$ cat src/rtl/yutorina_instruction_decode_pkg.sv
// Shared ISA definitions for the yutorina decode stage.
// Opcodes, instruction field positions, ALU and memory operation codes.
// Pure definitions; no logic, no latency, no backpressure.
package yutorina_instruction_decode_pkg;

    localparam int DEFAULT_DATA_WIDTH             = 32;
    localparam int DEFAULT_ADDRESS_WIDTH          = 30;
    localparam int DEFAULT_REGISTER_ADDRESS_WIDTH = 5;

    // Instruction field bit positions
    localparam int OPCODE_MSB = 31;
    localparam int OPCODE_LSB = 26;
    localparam int DST_MSB    = 25;
    localparam int DST_LSB    = 21;
    localparam int SRC0_MSB   = 20;
    localparam int SRC0_LSB   = 16;
    localparam int SRC1_MSB   = 15;
    localparam int SRC1_LSB   = 11;
    localparam int IMM_MSB    = 15;
    localparam int IMM_LSB    = 0;

    localparam logic [31:0] INSTRUCTION_NOP = 32'h0000_0000;

    localparam logic [5:0] OPCODE_NOP  = 6'h00;
    localparam logic [5:0] OPCODE_ADD  = 6'h01;
    localparam logic [5:0] OPCODE_SUB  = 6'h02;
    localparam logic [5:0] OPCODE_AND  = 6'h03;
    localparam logic [5:0] OPCODE_OR   = 6'h04;
    localparam logic [5:0] OPCODE_XOR  = 6'h05;
    localparam logic [5:0] OPCODE_ADDI = 6'h06;
    localparam logic [5:0] OPCODE_ORI  = 6'h07;
    localparam logic [5:0] OPCODE_LDW  = 6'h08;
    localparam logic [5:0] OPCODE_STW  = 6'h09;
    localparam logic [5:0] OPCODE_BEQ  = 6'h0A;
    localparam logic [5:0] OPCODE_BNE  = 6'h0B;
    localparam logic [5:0] OPCODE_JR   = 6'h0C;

    typedef enum logic [3:0] {
        ALU_NONE = 4'd0,
        ALU_ADD  = 4'd1,
        ALU_SUB  = 4'd2,
        ALU_AND  = 4'd3,
        ALU_OR   = 4'd4,
        ALU_XOR  = 4'd5
    } alu_op_t;

    typedef enum logic [1:0] {
        MEM_NONE  = 2'd0,
        MEM_LOAD  = 2'd1,
        MEM_STORE = 2'd2
    } mem_op_t;

    // Selects what drives operand_b for the execute stage
    typedef enum logic [1:0] {
        OPB_ZERO = 2'd0,
        OPB_SRC1 = 2'd1,
        OPB_SEXT = 2'd2,
        OPB_ZEXT = 2'd3
    } operand_b_select_t;

endpackage

$ cat src/rtl/yutorina_operand_forward.sv
// Resolves one register operand: EX result, then MEM result, then GPR file.
// Purely combinational, zero latency.
// No backpressure; r0 is never forwarded so it always reads the GPR value.
module yutorina_operand_forward
    import yutorina_instruction_decode_pkg::*;
#(
    parameter int DATA_WIDTH             = DEFAULT_DATA_WIDTH,
    parameter int REGISTER_ADDRESS_WIDTH = DEFAULT_REGISTER_ADDRESS_WIDTH
) (
    input  logic [REGISTER_ADDRESS_WIDTH-1:0] address,
    input  logic [DATA_WIDTH-1:0]             gpr_data,
    input  logic                              ex_enable,
    input  logic [REGISTER_ADDRESS_WIDTH-1:0] ex_address,
    input  logic [DATA_WIDTH-1:0]             ex_data,
    input  logic                              mem_enable,
    input  logic [REGISTER_ADDRESS_WIDTH-1:0] mem_address,
    input  logic [DATA_WIDTH-1:0]             mem_data,
    output logic [DATA_WIDTH-1:0]             data
);

    // Youngest producer wins; the r0 guard keeps stale writes to r0 out
    always_comb begin
        data = gpr_data;
        if (address != '0) begin
            if (ex_enable && (ex_address == address)) begin
                data = ex_data;
            end else if (mem_enable && (mem_address == address)) begin
                data = mem_data;
            end
        end
    end

endmodule

$ cat src/rtl/yutorina_instruction_decode.sv
// Decode stage: decodes fetch output, reads/forwards operands, resolves branches.
// 1 cycle: ID/EX register loads on the edge after the instruction arrives.
// stall_in holds ID/EX; load-use inserts a bubble and asks fetch to hold.
module yutorina_instruction_decode
    import yutorina_instruction_decode_pkg::*;
#(
    parameter int DATA_WIDTH             = DEFAULT_DATA_WIDTH,
    parameter int ADDRESS_WIDTH          = DEFAULT_ADDRESS_WIDTH,
    parameter int REGISTER_ADDRESS_WIDTH = DEFAULT_REGISTER_ADDRESS_WIDTH
) (
    input  logic                              clock,
    input  logic                              reset,
    input  logic [ADDRESS_WIDTH-1:0]          if_program_counter,
    input  logic [DATA_WIDTH-1:0]             if_instruction,
    input  logic                              stall_in,
    input  logic                              flush,
    output logic [REGISTER_ADDRESS_WIDTH-1:0] gpr_read_address_0,
    output logic [REGISTER_ADDRESS_WIDTH-1:0] gpr_read_address_1,
    input  logic [DATA_WIDTH-1:0]             gpr_read_data_0,
    input  logic [DATA_WIDTH-1:0]             gpr_read_data_1,
    input  logic                              ex_forward_enable,
    input  logic [REGISTER_ADDRESS_WIDTH-1:0] ex_forward_address,
    input  logic [DATA_WIDTH-1:0]             ex_forward_data,
    input  logic                              mem_forward_enable,
    input  logic [REGISTER_ADDRESS_WIDTH-1:0] mem_forward_address,
    input  logic [DATA_WIDTH-1:0]             mem_forward_data,
    output logic                              load_use_stall,
    output logic                              branch_taken,
    output logic [ADDRESS_WIDTH-1:0]          branch_target,
    output logic [ADDRESS_WIDTH-1:0]          id_program_counter,
    output logic [3:0]                        id_alu_op,
    output logic [DATA_WIDTH-1:0]             id_operand_a,
    output logic [DATA_WIDTH-1:0]             id_operand_b,
    output logic [DATA_WIDTH-1:0]             id_store_data,
    output logic [REGISTER_ADDRESS_WIDTH-1:0] id_dest_address,
    output logic                              id_write_enable,
    output logic [1:0]                        id_mem_op,
    output logic                              id_illegal
);

    logic [5:0]                        opcode;
    logic [REGISTER_ADDRESS_WIDTH-1:0] dst, src0, src1;
    logic [15:0]                       imm16;
    logic [DATA_WIDTH-1:0]             imm_sext, imm_zext;

    assign opcode   = if_instruction[OPCODE_MSB:OPCODE_LSB];
    assign dst      = if_instruction[DST_MSB:DST_LSB];
    assign src0     = if_instruction[SRC0_MSB:SRC0_LSB];
    assign src1     = if_instruction[SRC1_MSB:SRC1_LSB];
    assign imm16    = if_instruction[IMM_MSB:IMM_LSB];
    assign imm_sext = {{(DATA_WIDTH-16){imm16[15]}}, imm16};
    assign imm_zext = {{(DATA_WIDTH-16){1'b0}}, imm16};

    alu_op_t           alu_op;
    mem_op_t           mem_op;
    operand_b_select_t operand_b_select;
    logic uses_src0, uses_src1, uses_dst, writes_dst, illegal;
    logic is_beq, is_bne, is_jr;

    // Opcode to control signals; undefined opcodes decode as NOP plus illegal
    always_comb begin
        alu_op           = ALU_NONE;
        mem_op           = MEM_NONE;
        operand_b_select = OPB_ZERO;
        uses_src0        = 1'b0;
        uses_src1        = 1'b0;
        uses_dst         = 1'b0;
        writes_dst       = 1'b0;
        illegal          = 1'b0;
        is_beq           = 1'b0;
        is_bne           = 1'b0;
        is_jr            = 1'b0;
        case (opcode)
            OPCODE_NOP: ;
            OPCODE_ADD, OPCODE_SUB, OPCODE_AND, OPCODE_OR, OPCODE_XOR: begin
                case (opcode)
                    OPCODE_ADD: alu_op = ALU_ADD;
                    OPCODE_SUB: alu_op = ALU_SUB;
                    OPCODE_AND: alu_op = ALU_AND;
                    OPCODE_OR:  alu_op = ALU_OR;
                    default:    alu_op = ALU_XOR;
                endcase
                uses_src0 = 1'b1; uses_src1 = 1'b1; writes_dst = 1'b1;
                operand_b_select = OPB_SRC1;
            end
            OPCODE_ADDI: begin
                alu_op = ALU_ADD; uses_src0 = 1'b1; writes_dst = 1'b1;
                operand_b_select = OPB_SEXT;
            end
            OPCODE_ORI: begin
                alu_op = ALU_OR; uses_src0 = 1'b1; writes_dst = 1'b1;
                operand_b_select = OPB_ZEXT;
            end
            OPCODE_LDW: begin
                alu_op = ALU_ADD; mem_op = MEM_LOAD; uses_src0 = 1'b1;
                writes_dst = 1'b1; operand_b_select = OPB_SEXT;
            end
            OPCODE_STW: begin
                alu_op = ALU_ADD; mem_op = MEM_STORE; uses_src0 = 1'b1;
                uses_src1 = 1'b1; operand_b_select = OPB_SEXT;
            end
            OPCODE_BEQ: begin is_beq = 1'b1; uses_src0 = 1'b1; uses_dst = 1'b1; end
            OPCODE_BNE: begin is_bne = 1'b1; uses_src0 = 1'b1; uses_dst = 1'b1; end
            OPCODE_JR:  begin is_jr  = 1'b1; uses_src0 = 1'b1; end
            default:    illegal = 1'b1;
        endcase
    end

    // Port 1 is shared: branches compare against the dst-field register
    assign gpr_read_address_0 = src0;
    assign gpr_read_address_1 = uses_dst ? dst : src1;

    logic [DATA_WIDTH-1:0] src0_value, src1_value, dst_value;

    yutorina_operand_forward #(.DATA_WIDTH(DATA_WIDTH), .REGISTER_ADDRESS_WIDTH(REGISTER_ADDRESS_WIDTH)) u_forward_src0 (
        .address(src0), .gpr_data(gpr_read_data_0),
        .ex_enable(ex_forward_enable), .ex_address(ex_forward_address), .ex_data(ex_forward_data),
        .mem_enable(mem_forward_enable), .mem_address(mem_forward_address), .mem_data(mem_forward_data),
        .data(src0_value));

    yutorina_operand_forward #(.DATA_WIDTH(DATA_WIDTH), .REGISTER_ADDRESS_WIDTH(REGISTER_ADDRESS_WIDTH)) u_forward_src1 (
        .address(src1), .gpr_data(gpr_read_data_1),
        .ex_enable(ex_forward_enable), .ex_address(ex_forward_address), .ex_data(ex_forward_data),
        .mem_enable(mem_forward_enable), .mem_address(mem_forward_address), .mem_data(mem_forward_data),
        .data(src1_value));

    yutorina_operand_forward #(.DATA_WIDTH(DATA_WIDTH), .REGISTER_ADDRESS_WIDTH(REGISTER_ADDRESS_WIDTH)) u_forward_dst (
        .address(dst), .gpr_data(gpr_read_data_1),
        .ex_enable(ex_forward_enable), .ex_address(ex_forward_address), .ex_data(ex_forward_data),
        .mem_enable(mem_forward_enable), .mem_address(mem_forward_address), .mem_data(mem_forward_data),
        .data(dst_value));

    // A load in ID/EX cannot forward its data yet; any consumer must wait a cycle
    always_comb begin
        load_use_stall = 1'b0;
        if ((id_mem_op == MEM_LOAD) && id_write_enable) begin
            load_use_stall = (uses_src0 && (src0 == id_dest_address))
                          || (uses_src1 && (src1 == id_dest_address))
                          || (uses_dst  && (dst  == id_dest_address));
        end
    end

    logic branch_condition;
    assign branch_condition = is_jr
                           || (is_beq && (src0_value == dst_value))
                           || (is_bne && (src0_value != dst_value));

    assign branch_taken  = branch_condition && !load_use_stall && !stall_in && !flush;
    assign branch_target = is_jr ? src0_value[ADDRESS_WIDTH-1:0]
                                 : if_program_counter + ADDRESS_WIDTH'(1) + imm_sext[ADDRESS_WIDTH-1:0];

    logic [DATA_WIDTH-1:0] operand_b;

    // Second operand selection from decoded control
    always_comb begin
        case (operand_b_select)
            OPB_SRC1: operand_b = src1_value;
            OPB_SEXT: operand_b = imm_sext;
            OPB_ZEXT: operand_b = imm_zext;
            default:  operand_b = '0;
        endcase
    end

    // ID/EX register: reset/flush bubble, stall holds, load-use bubble, else load
    always_ff @(posedge clock) begin
        if (reset || flush || (!stall_in && load_use_stall)) begin
            id_program_counter <= '0;
            id_alu_op          <= ALU_NONE;
            id_operand_a       <= '0;
            id_operand_b       <= '0;
            id_store_data      <= '0;
            id_dest_address    <= '0;
            id_write_enable    <= 1'b0;
            id_mem_op          <= MEM_NONE;
            id_illegal         <= 1'b0;
        end else if (!stall_in) begin
            id_program_counter <= if_program_counter;
            id_alu_op          <= alu_op;
            id_operand_a       <= uses_src0 && !uses_dst && !is_jr ? src0_value : '0;
            id_operand_b       <= operand_b;
            id_store_data      <= (mem_op == MEM_STORE) ? src1_value : '0;
            id_dest_address    <= writes_dst ? dst : '0;
            id_write_enable    <= writes_dst && (dst != '0);
            id_mem_op          <= mem_op;
            id_illegal         <= illegal;
        end
    end

endmodule
$ cat config.mk
export PLATFORM = sky130hd
export DESIGN_NAME = yutorina_instruction_decode
export DESIGN_NICKNAME = d
export VERILOG_FILES = /design/src/rtl/yutorina_instruction_decode_pkg.sv /design/src/rtl/yutorina_operand_forward.sv /design/src/rtl/yutorina_instruction_decode.sv
export SDC_FILE = /design/constraint.sdc
export NUM_CORES = 1
export LEC_CHECK = 0
export ABC_CLOCK_PERIOD_IN_PS = 2700
export BUFFER_PORTS_ARGS = -buffer_cell sky130_fd_sc_hd__buf_2
export CAP_MARGIN = 0
export CORE_ASPECT_RATIO = 0.6
export CORE_MARGIN = 4
export CORE_UTILIZATION = 51
export DETAILED_ROUTE_END_ITERATION = 12
export PLACE_DENSITY = 0.89
export SLEW_MARGIN = 10
export SYNTH_ARGS = -nofsm -noshare
export SYNTH_HDL_FRONTEND = slang
export SYNTH_HIERARCHICAL = 1
export SYNTH_SLANG_ARGS = --single-unit
$ cat constraint.sdc
create_clock -name clock -period 2.7 [get_ports clock]
set_input_delay 0.135 -clock clock [delete_from_list [all_inputs] [get_ports clock]]
set_output_delay 0.135 -clock clock [all_outputs]
set_load 0.005 [all_outputs]
-- Word-level counts from Yosys, hierarchy flattened
Cells that the tools add are included.
- add/sub/neg operators: 2
- eq/ne operators: 28
- muxes and demuxes: 28
- reductions and logical operators: 41
- operator list (kind ; number):
    32-bit two-way mux ; 11
    32-bit one-hot mux with 3 select lines ; 1
    5-bit equality test ; 9
    32-bit equality test ; 1
    32-bit inequality test ; 1
    30-bit by 1-bit adder with 30-bit output (second input constant) ; 1
    30-bit adder ; 1
    6-bit by 4-bit equality test with 1-bit output (second input constant) ; 5
    30-bit two-way mux ; 1
    6-bit by 3-bit equality test with 1-bit output (second input constant) ; 4
    1-bit logical AND ; 19
    5-bit nonzero test ; 3
    13-bit OR reduction ; 1
    6-bit by 2-bit equality test with 1-bit output (second input constant) ; 2
    3-bit one-hot mux with 4 select lines ; 1
    12-bit OR reduction ; 1
    5-bit two-way mux ; 2
    1-bit two-way mux ; 9
    3-bit one-hot mux with 3 select lines ; 1
    8-bit OR reduction ; 1
    2-bit equality test (second input constant) ; 3
    6-bit by 1-bit equality test with 1-bit output (second input constant) ; 1
    6-bit logical NOT ; 1
    1-bit logical OR ; 6
    other kinds (8) ; 13
- register bits: 139
- input port bits: 206
- output and inout port bits: 181
- logic and storage cells: 108

-- Depth between registers and ports, before layout
- depth in word-level cells: 12
- gate-level depth with buffers: 14
- mapped depth without buffers: 12

-- Modules after synthesis
Netlist, hierarchy kept.
- modules (own cells, without submodules) (module ; times used ; cells an instance ; area an instance (µm²) ; seq. area each (µm²)):
    yutorina_instruction_decode ; 1 ; 974 ; 7871.3 ; 2762.6
    yutorina_operand_forward ; 3 ; 98 ; 922.1 ; 0.0

-- Worst setup path after synthesis
OpenSTA, ideal clock, no wires.
- kind: input -> output
- start: input port if_instruction[17]
- end: output port branch_taken
- arrival time: 2469 ps
- data required time: 2565 ps
- setup slack: 96 ps
- stages on the path: 14
- buffers on the path: 2
- cell sequence: xnor2_1 -> nand4_1 -> or3_1 -> buf_6 -> clkbuf_1 -> o22ai_1 -> a2bb2oi_2 -> xor2_1 -> nor4_1 -> nand4_1 -> nor2_1 -> xnor2_1 -> o21ai_0 -> nor4b_1
- word-level cells in the longest chain between the ends: 12
- ends and longest elaborated chain (element ; RTL line ; RTL):
    from (decl) ; yutorina_instruction_decode.sv:14 ; input logic [DATA_WIDTH-1:0] if_instruction,
    5-bit equality test ; yutorina_operand_forward.sv:27 ; end else if (mem_enable && (mem_address == address)) begin
    1-bit logical AND ; yutorina_operand_forward.sv:27 ;
    32-bit two-way mux ; yutorina_operand_forward.sv:27 ;
    32-bit two-way mux ; yutorina_operand_forward.sv:25 ; if (ex_enable && (ex_address == address)) begin
    32-bit two-way mux (*) ; yutorina_operand_forward.sv:24 ; if (address != '0) begin
    net src0_value[15] ; yutorina_instruction_decode.sv:113 ; logic [DATA_WIDTH-1:0] src0_value, src1_value, dst_value;
    32-bit equality test ; yutorina_instruction_decode.sv:145 ; || (is_beq && (src0_value == dst_value))
    1-bit logical AND ; yutorina_instruction_decode.sv:145 ;
    1-bit logical OR ; yutorina_instruction_decode.sv:145 ;
    1-bit logical OR (*) ; yutorina_instruction_decode.sv:146 ; || (is_bne && (src0_value != dst_value));
    1-bit logical AND (*) (3 in series) ; yutorina_instruction_decode.sv:148 ; assign branch_taken = branch_condition && !load_use_stall && !stall_in && !flush;
    to (decl) ; yutorina_instruction_decode.sv:28 ; output logic branch_taken,
Mark *: on every way through the listed nets, which the timed path passes. The rest lies on a longest branch.

-- Final worst setup path
Same ends and word-level chain as after synthesis.

==> impl_metrics.py <==
metrics = {
    "outcome": {
        "status": "complete, but fails checks",
        "violations": "negative setup slack",
    },
    "grt": {
        "grt_max_degree": 110,
        "grt_overflow": 0,
        "antenna_found_initial": 11,
        "grt_pass1_vias": 12640,
        "grt_first_pass_wirelength_um": 74840,
        "track_usage": 0.4081,
    },
    "setup_path": {
        "endpoint_kind": "primary output",
        "crit_top_cell": "buf_4",
        "crit_buf_inv": 7,
        "crit_family": "simple AND/OR/NAND/NOR gates",
        "worstPathRequired_ps": 2570,
        "crit_arrival_ps": 3430,
        "crit_chain": "buf_4, xnor2_2, nand4_1, buf_4, o311ai_4, buf_6, buf_12, buf_4, o22ai_2, a2bb2oi_2, xor2_1, nor4_1, nand4_1, nor2_2, buf_6, xnor2_2, o21ai_1, nor4b_4, buf_2",
        "slowest_stage": "nor4_1",
        "path_class": "in2out",
        "max_stage_delay_ps": 300,
        "start_kind": "input pin",
        "critPathMaxFanout": 8,
    },
    "sta": {
        "slew_viol_final": 0,
        "timing.final.crit_period_ps": 3567,
        "fin_crit_sh": 1.321,
        "finClkSkew_ps": 13.99,
        "hold_violations": 0,
        "setup_viol": 2,
        "setup_slack_ps": -867.1,
        "max_freq_ghz": 0.2803,
        "maxSlewHeadroom": 0.4110,
        "rsz0062_at_grt": "true",
        "worst_slew_pin_slew_ps": 881.4,
    },
    "clock_tree": {
        "cts_sinks": 138,
        "clk_pin_slew_ps": 70,
        "ctsLongestPathBuffers": 2,
        "cts_buffers": 17,
        "cts_tree": "yes",
        "htree_levels": 4,
        "clk_latency_ps": 440,
        "cts-root-buf": "clkbuf_16",
    },
    "power_and_ir_drop": {
        "switchingPower_w": 0.002198,
        "share_comb_of_total_power": 0.308,
        "leakage_nw": 6.813,
        "p_sw_frac": 0.3187,
        "power_frac_seq": 0.300,
        "ir_drop_mv": 0.4696,
        "p_clk_frac": 0.392,
        "intPower_w": 0.004697,
        "power_density_mw_per_mm2": 441.9,
    },
    "finish": {
        "nets": 2000,
        "design_area_mm2": 0.01560,
        "drive_gt1_frac": 0.4474,
        "area_growth_syn_to_layout_pct": 46.67,
        "n_fill_cell": 1432,
    },
    "die": {
        "pin_count": 387,
        "fp.dieW_um": 194.5,
        "num_rows": 40,
        "core-area_mm2": 0.02027,
        "die-area_mm2": 0.02331,
        "start_util": 0.5248,
        "die_h_um": 119.9,
    },
    "placed_design": {
        "io_buffers": 385,
        "pre_cts_slack_ps": -783.5,
        "gp_congestion": 1.014,
        "placed_cell_area_mm2": 0.01358,
        "dp_hpwl_um": 37450,
    },
    "synth": {
        "yosysMostFrequentCell": "nor2_1",
        "synth_edf_count": 0,
        "synth_top_area_frac": 0.2597,
        "ys_types": 68,
        "syn_inst": 1268,
        "syn_avg_cell_area_um2": 8.389,
        "yosysTopAreaCell": "dfxtp_1",
        "ys_seq_elements": 138,
        "synth_nets": 1504,
        "yosysWarnings": 6,
        "yosys-top-cells-count": "nor2_1 (184), dfxtp_1 (138), o22ai_1 (97), a2bb2oi_2 (90), a21oi_1 (87)",
        "async_reset_ff_frac": 0,
        "synth.cell_area_mm2": 0.01064,
        "synth_area_leaders": "dfxtp_1 (26%), a2bb2oi_2 (13%), nor2_1 (6.5%), a22oi_1 (5.7%), o22ai_1 (5.7%)",
        "ys_seq_area_frac": 0.2597,
        "synth_flop_cell": "dfxtp_1",
    },
    "drt": {
        "wl_met1_um": 19460,
        "via_count": 13370,
        "wl_um": 52050,
        "first_iter_violations": 2102,
        "drt_pass1_iterations": 7,
        "viasPerCell": 6.499,
        "ant_nets": 0,
        "met2_wirelength_um": 23040,
        "wl_met3_um": 7140,
        "drcViolationCount": 0,
        "highest_layer": "met5",
        "routedWlPerCell_um": 25.30,
    },
    "job": {
        "drv_cap": 0,
    },
    "min_path": {
        "worstHoldPathType": "in2reg",
    },
}
[state kept, by name (all words and copies together) (netlist names)]
signal / flops
id_operand_a: 32
id_operand_b: 32
id_store_data: 32
id_program_counter: 30
id_dest_address: 5
id_alu_op: 3
id_mem_op: 2
id_illegal: 1
id_write_enable: 1
[metal layers]
layer / track usage / vias up
li1: - / 5738
met1: 0.5243 / 6270
met2: 0.6372 / 1107
met3: 0.1330 / 239
met4: 0.1633 / 14
met5: 0 / -
[cell type report]
| type | count | area [um^2] | share of cell area |
|---|---|---|---|
| antenna | 7 | 17.52 | 0.001123 |
| clock buffer | 19 | 442.9 | 0.02839 |
| clock inverter | 13 | 215.2 | 0.01379 |
| inverter | 15 | 56.30 | 0.003609 |
| multi-input combinational | 1001 | 7863 | 0.5039 |
| sequential | 138 | 2763 | 0.1771 |
| tap | 273 | 341.6 | 0.02189 |
| timing repair buffer | 591 | 3904 | 0.2502 |
[layout by cell type (no fill, tap or decap), drive strengths merged, types with 29 or more instances in the layout]
| cell type | count |
|---|---|
| mux2i | 33 |
| o22ai | 97 |
| a22oi | 81 |
| nand2 | 84 |
| dfxtp | 138 |
| a21oi | 87 |
| xnor2 | 34 |
| nor2 | 185 |
| a2bb2oi | 93 |
| ha | 29 |
| xor2 | 63 |
| buf | 561 |
[worst register-to-register path: stages (launching register included)]
cell     delay (ps)
dfxtp_1         490
xor2_1          130
nor4_1          260
and4_1          270
nor3_2           60
nor3_2          290
a211o_4         390
buf_12          250
nor2_1          110
[cell families after synthesis]
group,share of synthesized area
other,0.0003525
flip-flops,0.2597
multiplexers,0.03634
adder cells (fa/ha/maj),0.03599
XOR/XNOR,0.07986
AO/OA/AOI/OAI,0.3620
AND/OR/NAND/NOR,0.1588
buffers and inverters,0.06692
[per-stage QoR]
| step | TNS, ps | total power (W) | instances | utilization | hold WS, ps |
|---|---|---|---|---|---|
| after detailed placement | -1499 | 0.003930 | 1956 | 0.6698 | 395.0 |
| after floorplan | 0 | 0.003097 | 1268 | - | 278.9 |
| after global routing | -1263 | 0.007078 | 2054 | 0.7694 | 12.89 |
| after CTS | -620.8 | 0.006721 | 2033 | 0.7457 | 8.997 |
| after global placement | -1084 | 0.003902 | 1956 | 0.6698 | 386.5 |
| final | -877.7 | 0.006895 | 2057 | 0.7698 | 24.56 |
[power by group through the flow]
| stage | Sequential, W | Combinational, W | Clock, W |
|---|---|---|---|
| after floorplan | 0.00212 | 0.000980 | 0 |
| after global placement | 0.00211 | 0.00179 | 0 |
| after detailed placement | 0.00212 | 0.00181 | 0 |
| after CTS | 0.00207 | 0.00195 | 0.00270 |
| after global routing | 0.00207 | 0.00222 | 0.00278 |
| final | 0.00207 | 0.00212 | 0.00270 |
[what timing repair did]
item                       in CTS  in global routing
pin swaps                      44                 47
gates resized for setup        72                 68
hold endpoints to repair       28                  0
setup buffers                  14                 18
hold buffers                   28                  0
gates cloned                    3                  1
setup endpoints to repair       6                 11
[path summary, 6_finish.rpt]
kind,startpoint,to,slack (ps),cells past startpoint
setup reg to reg,id_dest_address[0],id_operand_b[12],340,8
hold reg to reg,id_alu_op[1],id_alu_op[1],490,2
setup / recovery,if_instruction[17],branch_taken,-870,19
hold / removal,if_program_counter[15],id_program_counter[15],20,3
No activity file was read; power rests on OpenSTA's default activity.
